### config.mk
export PLATFORM = sky130hd
export DESIGN_NAME = switch_allocator_flat
export DESIGN_NICKNAME = d
export VERILOG_FILES = /design/src/rtl/switch_allocator_if.sv /design/src/rtl/switch_allocator.sv /design/src/flat_wrapper.sv
export SDC_FILE = /design/constraint.sdc
export NUM_CORES = 1
export LEC_CHECK = 0
export BUFFER_PORTS_ARGS = -buffer_cell sky130_fd_sc_hd__buf_2
export CAP_MARGIN = 30
export CORE_UTILIZATION = 60
export DETAILED_ROUTE_END_ITERATION = 7
export PLACE_DENSITY_LB_ADDON = 0.25
export SLEW_MARGIN = 10
export SYNTH_ARGS = -nofsm -noshare
export SYNTH_HDL_FRONTEND = slang
export SYNTH_SLANG_ARGS = --single-unit
### constraint.sdc
create_clock -name clk -period 6.5 [get_ports clk]
set_input_delay 0.325 -clock clk [delete_from_list [all_inputs] [get_ports clk]]
set_output_delay 0.325 -clock clk [all_outputs]
set_load 0.05 [all_outputs]
### src/rtl/switch_allocator_if.sv
// Switch allocator port bundle: input-buffer heads, grants,
// downstream credits and the registered crossbar controls.
interface switch_allocator_if #(
  parameter int NPORTS = 5,
  parameter int SELW   = 3
);
  logic [NPORTS-1:0]      in_valid;
  logic [NPORTS-1:0]      in_head;
  logic [NPORTS-1:0]      in_tail;
  logic [NPORTS*SELW-1:0] in_dest;
  logic [NPORTS-1:0]      in_grant;
  logic [NPORTS-1:0]      credit_in;
  logic [NPORTS-1:0]      out_valid;
  logic [NPORTS*SELW-1:0] out_sel;
  logic                   err_dest;

  modport master (
    output in_valid, in_head, in_tail, in_dest, credit_in,
    input  in_grant, out_valid, out_sel, err_dest
  );

  modport slave (
    input  in_valid, in_head, in_tail, in_dest, credit_in,
    output in_grant, out_valid, out_sel, err_dest
  );
endinterface

### src/rtl/switch_allocator.sv
// Round-robin wormhole switch allocator with per-output
// credit counters; grants pop inputs, crossbar select is registered.
module switch_allocator #(
  parameter int NPORTS  = 5,
  parameter int SELW    = 3,
  parameter int CREDITS = 4
) (
  input  logic             clk,
  input  logic             rst_n,
  switch_allocator_if.slave sa
);
  localparam int CW = $clog2(CREDITS + 1);
  localparam logic [SELW:0] NP_W = (SELW+1)'(NPORTS);
  localparam logic [CW-1:0] CR_W = CW'(CREDITS);

  typedef logic [SELW-1:0] sel_t;
  typedef logic [CW-1:0]   cred_t;

  logic [NPORTS-1:0] lock_valid_q, lock_valid_d;
  sel_t [NPORTS-1:0] lock_src_q, lock_src_d;
  sel_t [NPORTS-1:0] rr_ptr_q, rr_ptr_d;
  cred_t [NPORTS-1:0] cred_q, cred_d;
  logic [NPORTS-1:0] busy_q, busy_d;
  sel_t [NPORTS-1:0] route_q, route_d;
  logic [NPORTS-1:0] out_valid_q, out_valid_d;
  sel_t [NPORTS-1:0] out_sel_q, out_sel_d;
  logic              err_q, err_d;

  // req/gnt are indexed [output][input]
  logic [NPORTS-1:0][NPORTS-1:0] req;
  logic [NPORTS-1:0][NPORTS-1:0] gnt;
  logic [NPORTS-1:0] bad_head;
  logic [NPORTS-1:0] grant_any;

  always_comb begin
    sel_t dest;
    req      = '0;
    bad_head = '0;
    dest     = '0;
    for (int i = 0; i < NPORTS; i++) begin
      dest = sa.in_dest[i*SELW +: SELW];
      if (sa.in_valid[i]) begin
        if (busy_q[i]) begin
          req[route_q[i]][i] = 1'b1;
        end else if (sa.in_head[i]) begin
          if ({1'b0, dest} < NP_W)
            req[dest][i] = 1'b1;
          else
            bad_head[i] = 1'b1;
        end
      end
    end
  end

  always_comb begin
    int   idx;
    logic found;
    gnt   = '0;
    idx   = 0;
    found = 1'b0;
    for (int o = 0; o < NPORTS; o++) begin
      found = 1'b0;
      if (cred_q[o] != '0) begin
        if (lock_valid_q[o]) begin
          gnt[o][lock_src_q[o]] = req[o][lock_src_q[o]];
        end else begin
          for (int k = 0; k < NPORTS; k++) begin
            idx = int'(rr_ptr_q[o]) + k;
            if (idx >= NPORTS) idx = idx - NPORTS;
            if (!found && req[o][idx]) begin
              gnt[o][idx] = 1'b1;
              found = 1'b1;
            end
          end
        end
      end
    end
  end

  always_comb begin
    grant_any = '0;
    for (int o = 0; o < NPORTS; o++)
      grant_any = grant_any | gnt[o];
  end

  assign sa.in_grant = grant_any & {NPORTS{rst_n}};

  always_comb begin
    lock_valid_d = lock_valid_q;
    lock_src_d   = lock_src_q;
    rr_ptr_d     = rr_ptr_q;
    cred_d       = cred_q;
    busy_d       = busy_q;
    route_d      = route_q;
    out_valid_d  = '0;
    out_sel_d    = out_sel_q;
    err_d        = err_q | (|bad_head);
    for (int o = 0; o < NPORTS; o++) begin
      for (int i = 0; i < NPORTS; i++) begin
        if (gnt[o][i]) begin
          out_valid_d[o] = 1'b1;
          out_sel_d[o]   = sel_t'(i);
          if (sa.in_tail[i]) begin
            // pointer moves only at packet end
            lock_valid_d[o] = 1'b0;
            busy_d[i]       = 1'b0;
            rr_ptr_d[o]     = (i == NPORTS-1) ? '0 : sel_t'(i+1);
          end else if (!busy_q[i]) begin
            lock_valid_d[o] = 1'b1;
            lock_src_d[o]   = sel_t'(i);
            busy_d[i]       = 1'b1;
            route_d[i]      = sel_t'(o);
          end
        end
      end
      if (sa.credit_in[o] && !(|gnt[o])) begin
        if (cred_q[o] != CR_W) cred_d[o] = cred_q[o] + cred_t'(1);
      end else if (!sa.credit_in[o] && (|gnt[o])) begin
        cred_d[o] = cred_q[o] - cred_t'(1);
      end
    end
  end

  always_ff @(posedge clk or negedge rst_n) begin
    if (!rst_n) begin
      lock_valid_q <= '0;
      lock_src_q   <= '0;
      rr_ptr_q     <= '0;
      cred_q       <= {NPORTS{CR_W}};
      busy_q       <= '0;
      route_q      <= '0;
      out_valid_q  <= '0;
      out_sel_q    <= '0;
      err_q        <= 1'b0;
    end else begin
      lock_valid_q <= lock_valid_d;
      lock_src_q   <= lock_src_d;
      rr_ptr_q     <= rr_ptr_d;
      cred_q       <= cred_d;
      busy_q       <= busy_d;
      route_q      <= route_d;
      out_valid_q  <= out_valid_d;
      out_sel_q    <= out_sel_d;
      err_q        <= err_d;
    end
  end

  assign sa.out_valid = out_valid_q;
  assign sa.out_sel   = out_sel_q;
  assign sa.err_dest  = err_q;
endmodule

### src/flat_wrapper.sv
// flat-port wrapper written by rule: the top's interface ports become plain ports
module switch_allocator_flat 
#(
  parameter int NPORTS  = 5,
  parameter int SELW    = 3,
  parameter int CREDITS = 4
)
  (clk, rst_n, sa_in_valid, sa_in_head, sa_in_tail, sa_in_dest, sa_credit_in, sa_in_grant, sa_out_valid, sa_out_sel, sa_err_dest);
  switch_allocator_if #(.NPORTS(NPORTS), .SELW(SELW)) sa_i ();
  input  logic clk;
  input  logic rst_n;
  input wire logic [$bits(sa_i.in_valid)-1:0] sa_in_valid;
  input wire logic [$bits(sa_i.in_head)-1:0] sa_in_head;
  input wire logic [$bits(sa_i.in_tail)-1:0] sa_in_tail;
  input wire logic [$bits(sa_i.in_dest)-1:0] sa_in_dest;
  input wire logic [$bits(sa_i.credit_in)-1:0] sa_credit_in;
  output wire logic [$bits(sa_i.in_grant)-1:0] sa_in_grant;
  output wire logic [$bits(sa_i.out_valid)-1:0] sa_out_valid;
  output wire logic [$bits(sa_i.out_sel)-1:0] sa_out_sel;
  output wire logic [$bits(sa_i.err_dest)-1:0] sa_err_dest;
  assign sa_i.in_valid = sa_in_valid;
  assign sa_i.in_head = sa_in_head;
  assign sa_i.in_tail = sa_in_tail;
  assign sa_i.in_dest = sa_in_dest;
  assign sa_i.credit_in = sa_credit_in;
  assign sa_in_grant = sa_i.in_grant;
  assign sa_out_valid = sa_i.out_valid;
  assign sa_out_sel = sa_i.out_sel;
  assign sa_err_dest = sa_i.err_dest;
  switch_allocator #(.NPORTS(NPORTS), .SELW(SELW), .CREDITS(CREDITS)) u_core (.clk(clk), .rst_n(rst_n), .sa(sa_i));
endmodule
; Word-level counts from Yosys, hierarchy flattened
; Cells that the tools add are included.
[op_classes]
addsub = 55
n_lt_le_gt_ge = 110
n_eq_ne = 10
n_mux = 825
n_bitwise = 39
reduce_logical = 126
[op_table]
columns = cell, count
row1 = $mux W32, 75
row2 = $ge A32 B1 Y1 const B, 25
row3 = $lt A32 B5 Y1 const B, 25
row4 = $mux W3, 242
row5 = $ge A32 B4 Y1 const B, 20
row6 = $sub A32 B4 Y32 const B, 20
row7 = $mux W25, 20
row8 = $mux W5, 77
row9 = $mux W1, 337
row10 = $or A25 B25 Y25, 8
row11 = $demux W5 S3, 10
row12 = $or A5 B5 Y5, 24
row13 = $bmux W1 S3, 30
row14 = $demux W1 S3, 30
row15 = $logic_and A1 B1 Y1, 70
row16 = $lt A3 B4 Y1 const B, 15
row17 = $ge A3 B1 Y1 const B, 15
row18 = $add A3 B2 Y4 const B, 10
row19 = $and A5 B5 Y5, 6
row20 = $logic_not A1 Y1, 30
row21 = $reduce_or A5 Y1, 6
row22 = $reduce_bool A5 Y1, 5
row23 = $add A3 B1 Y4 const B, 5
row24 = $add A3 B3 Y4 const B, 5
row25 = 13 further kinds, 55
[word_totals]
regBits = 91
input_bits = 37
elab_cells = 1194

; Depth between registers and ports, before layout
[depth]
word_depth = 67
mapped_depth = 25

; Worst setup path after synthesis
; Ideal clock, no wire load.
[synth_timing]
kind = reg-to-reg
start = register u_core.rr_ptr_q[10] in the netlist's numbering
end = register u_core.cred_q[10] in the netlist's numbering
arrival_time_ns = 4.811
setup_slack_ns = 1.561
path_stages_with_launch = 22
synth_period_minus_slack_ns = 4.939
cell_sequence = dfrtp_1 -> clkbuf_1 -> inv_1 -> ha_1 -> inv_1 -> ha_1 -> a21oi_1 -> xnor2_1 -> mux2_2 -> a221oi_2 -> nor4_4 -> and4_1 -> a21o_1 -> o311a_1 -> nor2_1 -> and3b_1 -> buf_2 -> nand2_1 -> fa_1 -> nor2b_1 -> a211oi_1 -> a21oi_1
[synth_rtl]
columns = element, line
row1 = from (decl), switch_allocator.sv:21  ; sel_t [NPORTS-1:0] rr_ptr_q, rr_ptr_d;
row2 = from (signal assigned), switch_allocator.sv:138  ; rr_ptr_q <= rr_ptr_d;
row3 = to (signal assigned), switch_allocator.sv:129  ; cred_q <= {NPORTS{CR_W}};
row4 = to (signal assigned), switch_allocator.sv:139  ; cred_q <= cred_d;
row5 = to (decl), switch_allocator.sv:22  ; cred_t [NPORTS-1:0] cred_q, cred_d;

; Final worst setup path
[layout_timing]
start = register u_core.rr_ptr_q[0] in the netlist's numbering
end = output port sa_in_grant[3]
[layout_via]
elab_chain_cells = 35
word_cells_on_any_way = 113
[layout_rtl]
columns = element, line
row1 = branches (longest 27 deep; another with $sub A32 B4 Y32), -
row2 = $mux W5 *, switch_allocator.sv:70  ; if (!found && req[o][idx]) begin
row3 = $mux W5 *, switch_allocator.sv:64  ; if (lock_valid_q[o]) begin
row4 = $mux W5 *, switch_allocator.sv:63  ; if (cred_q[o] != '0) begin
row5 = $or A5 B5 Y5 * (4 in a row), switch_allocator.sv:83  ; grant_any = grant_any | gnt[o];
row6 = $and A5 B5 Y5 *, switch_allocator.sv:86  ; assign sa.in_grant = grant_any & {NPORTS{rst_n}};
row7 = to (decl), flat_wrapper.sv:17  ; output wire logic [$bits(sa_i.in_grant)-1:0] sa_in_grant;
; Mark *: on every way between the ends. The select of a mux whose other input is x is not followed.

==> impl_metrics.csv <==
group,metric,value,unit
run_status,status,"completed",
route,vias,13850,
yosys,ys_seq_area_share,17.58,%
yosys,ys_warn_count,0,
worst_setup_path,critPathMaxFanout,24,
floorplan,die_area,22240,um^2
timing,finalCritPeriodShare,88.46,%
cts,cts_tree,"done",
worst_setup_path,startpoint_type,"flip-flop",
route,drc_errors,0,
cts,htree_levels,3,
cts,cts_root_buffer,"clkbuf_16",
cts,cts_setup_buffers,0,
timing,setup_tns,0,ns
timing,max_clock_freq,173.9,MHz
floorplan,rows,53,
cts,cts_sinks,91,
grt,grt_overflow,0,
worst_setup_path,path_class,"reg2out",
cts,insertion_delay,0.35,ns
hold_path,min_path_type,"in2async",
floorplan,die_height,149.1,um
layout,multiInputGateArea,10100,um^2
yosys,syn_inst,1714,
yosys,avgSynthCellArea,7.579,um^2
floorplan,start_util,61.41,%
route,drtIter0Drc,1171,
place,portBuffers,62,
route,wire_per_inst,19.87,um
yosys,async_reset_ff_share,100.0,%
worst_setup_path,cp.arrival,5.43,ns
cts,cts_buffers,9,
route,ant_nets,0,
layout,drive_gt1_share,10.77,%
place,dp_hpwl,30740,um
route,wl,40390,um
cts,clkTransAtPathRegs,0.07,ns
yosys,synth.most_common_cell,"nand2_1",
cts,clk_path_buf_depth,2,
job,drv_cap,0,
grt,grt_use_total,35.83,%
grt,grt_pass1_wl,63580,um
timing,rsz0062_at_grt,"false",
route,dr.pass1.iters,6,
yosys,yosysTopAreaCellShare,16.57,%
floorplan,pin_count,63,
layout,fillers,1850,
cts,cts_hold_buf,0,
timing,final_max_slew_viol_count,0,
yosys,synthTopCellsByCount,"nand2_1, a21oi_1, nor2_1",
worst_setup_path,endpoint_kind,"output port",
floorplan,core,21150,um^2
grt,grt_start_max_net_pins,54,
yosys,ys_ff_latch,91,
timing,hold_viol,0,
layout,syn2layout_area_growth,6.741,%
route,vias_per_cell,6.812,
layout,seq_area,2283,um^2
timing,relSlewSlack,21.03,%
yosys,synth_cell_types,112,
timing,setup_viol,0,
yosys,synth_area_leaders,"dfrtp_1, ha_1, nand2_1",
worst_setup_path,critPathRequiredTime,6.17,ns
yosys,syn_area,12990,um^2
timing,period_needed,5.750,ns
place,gp_congestion,0.9757,
grt,antenna_found_initial,3,
timing,finalClockSkew,0.01017,ns
timing,worst_slew_pin_slew,1.185,ns
yosys,synth-edff-count,0,
floorplan,chipWidth,149.1,um
yosys,synth_fp_nets,1861,
cts,ctsResizeCount,0,
layout,fin_nets,1897,
yosys,yosysTopAreaCell,"dfrtp_1",
grt,grt_pass1_vias,12510,
yosys,yosys_most_used_dff,"dfrtp_1",
## per-stage QoR
| stage | util (%) | instance area [um^2] | setup slack [ns] | hold slack [ns] | cells |
|---|---|---|---|---|---|
| floorplan | - | 12990 | 1.561 | 0.02941 | 1714 |
| global placement | 64.19 | 13580 | 1.098 | 0.4104 | 2014 |
| detailed placement | 64.19 | 13580 | 0.9832 | 0.4180 | 2014 |
| CTS | 65.52 | 13860 | 0.8445 | 0.04841 | 2030 |
| global route | 65.54 | 13860 | 0.4752 | 0.09444 | 2032 |
| finish | 65.55 | 13870 | 0.7499 | 0.02530 | 2033 |
## layout by cell type, fill, tap and decap left out, types with 11 or more instances in the layout
cell      count
nand2_1     219
a21oi_1     119
nor2_1      111
ha_1        100
o21ai_0      97
inv_1        89
dfrtp_1      86
buf_2        61
nand2b_1     51
nand3_1      51
nor2b_1      45
nor3_1       43
a31oi_1      39
and2_1       30
a21o_1       30
mux2i_1      28
xnor2_1      27
buf_4        26
o31ai_1      17
a21boi_0     17
and3_1       16
nand4_1      16
a32oi_1      15
o21a_1       15
or3_1        14
a211o_1      14
nand3b_1     13
mux2_2       13
o22ai_1      13
a211oi_1     13
and3b_1      12
nand4b_1     12
o41ai_1      11
or2_2        11
o211ai_1     11
## per-layer routing
layer  up-vias  track usage [%]  routed length, um
met2       676            57.58              18590
met3       115            6.942               3734
li1       6501                -                  -
met4         0            15.10               1392
met1      6557            46.81              16680
met5         -                0                  0
## layout make-up
| type | count | share of cell area, % |
|---|---|---|
| tap | 275 | 2.481 |
| multi-input combinational | 1467 | 72.82 |
| timing repair buffer | 87 | 3.609 |
| clock inverter | 5 | 0.2707 |
| inverter | 94 | 2.544 |
| clock buffer | 11 | 1.750 |
| sequential | 91 | 16.47 |
| antenna | 3 | 0.05414 |
## final timing paths
check / startpoint / endpoint / slack, ns / cells after the start
max: u_core.rr_ptr_q[0]$_DFF_PN0_ / sa_in_grant[3] / 0.75 / 17
max reg2reg: u_core.rr_ptr_q[7]$_DFF_PN0_ / u_core.cred_q[7]$_DFFE_PN0P_ / 0.81 / 16
min reg2reg: u_core.sa.out_sel[13]$_DFFE_PN0P_ / u_core.sa.out_sel[13]$_DFFE_PN0P_ / 0.47 / 2
min: rst_n / u_core.cred_q[12]$_DFFE_PN0P_ / 0.03 / 1
min in group clk: sa_credit_in[0] / u_core.cred_q[0]$_DFFE_PN0P_ / 0.34 / 4
max in group asynchronous: rst_n / u_core.busy_q[0]$_DFF_PN0_ / 5.42 / 2
## worst max-delay path, stage by stage, from the launching register on
cell and delay [ns]:
dfrtp_1 0.32, buf_4 0.27, clkinv_1 0.36, ha_1 0.37, inv_1 0.07, ha_1 0.26, a21oi_2 0.12, xnor2_1 0.37
mux2i_1 0.16, a221oi_2 0.60, nor3_1 0.19, and3_1 0.22, a31o_1 0.22, o31a_1 0.41, nor4_1 0.53, nand2b_1 0.19
and2_1 0.20, buf_2 0.20
## cells by family (layout without fill, tap and decap cells)
logic type	after synthesis	in the layout	synth area share, %
mux	45	45	3.804
compound gates	586	586	32.43
other cells	0	3	0
flops	91	91	17.58
buf+inv	156	197	4.690
fa+ha+maj	110	110	11.17
xor+xnor	30	30	2.080
simple gates	696	696	28.25
## registers in the layout (all words and copies together), names as in the netlist
register / cells
u_core.sa.err_dest: 1
u_core.lock_src_q: 15
u_core.cred_q: 15
u_core.route_q: 15
u_core.busy_q: 5
u_core.sa.out_valid: 5
u_core.rr_ptr_q: 15
u_core.sa.out_sel: 15
u_core.lock_valid_q: 5
Power is left out: the tool's default activity adds up to more than one toggle a clock period on the data nets, which glitch-free logic cannot reach.
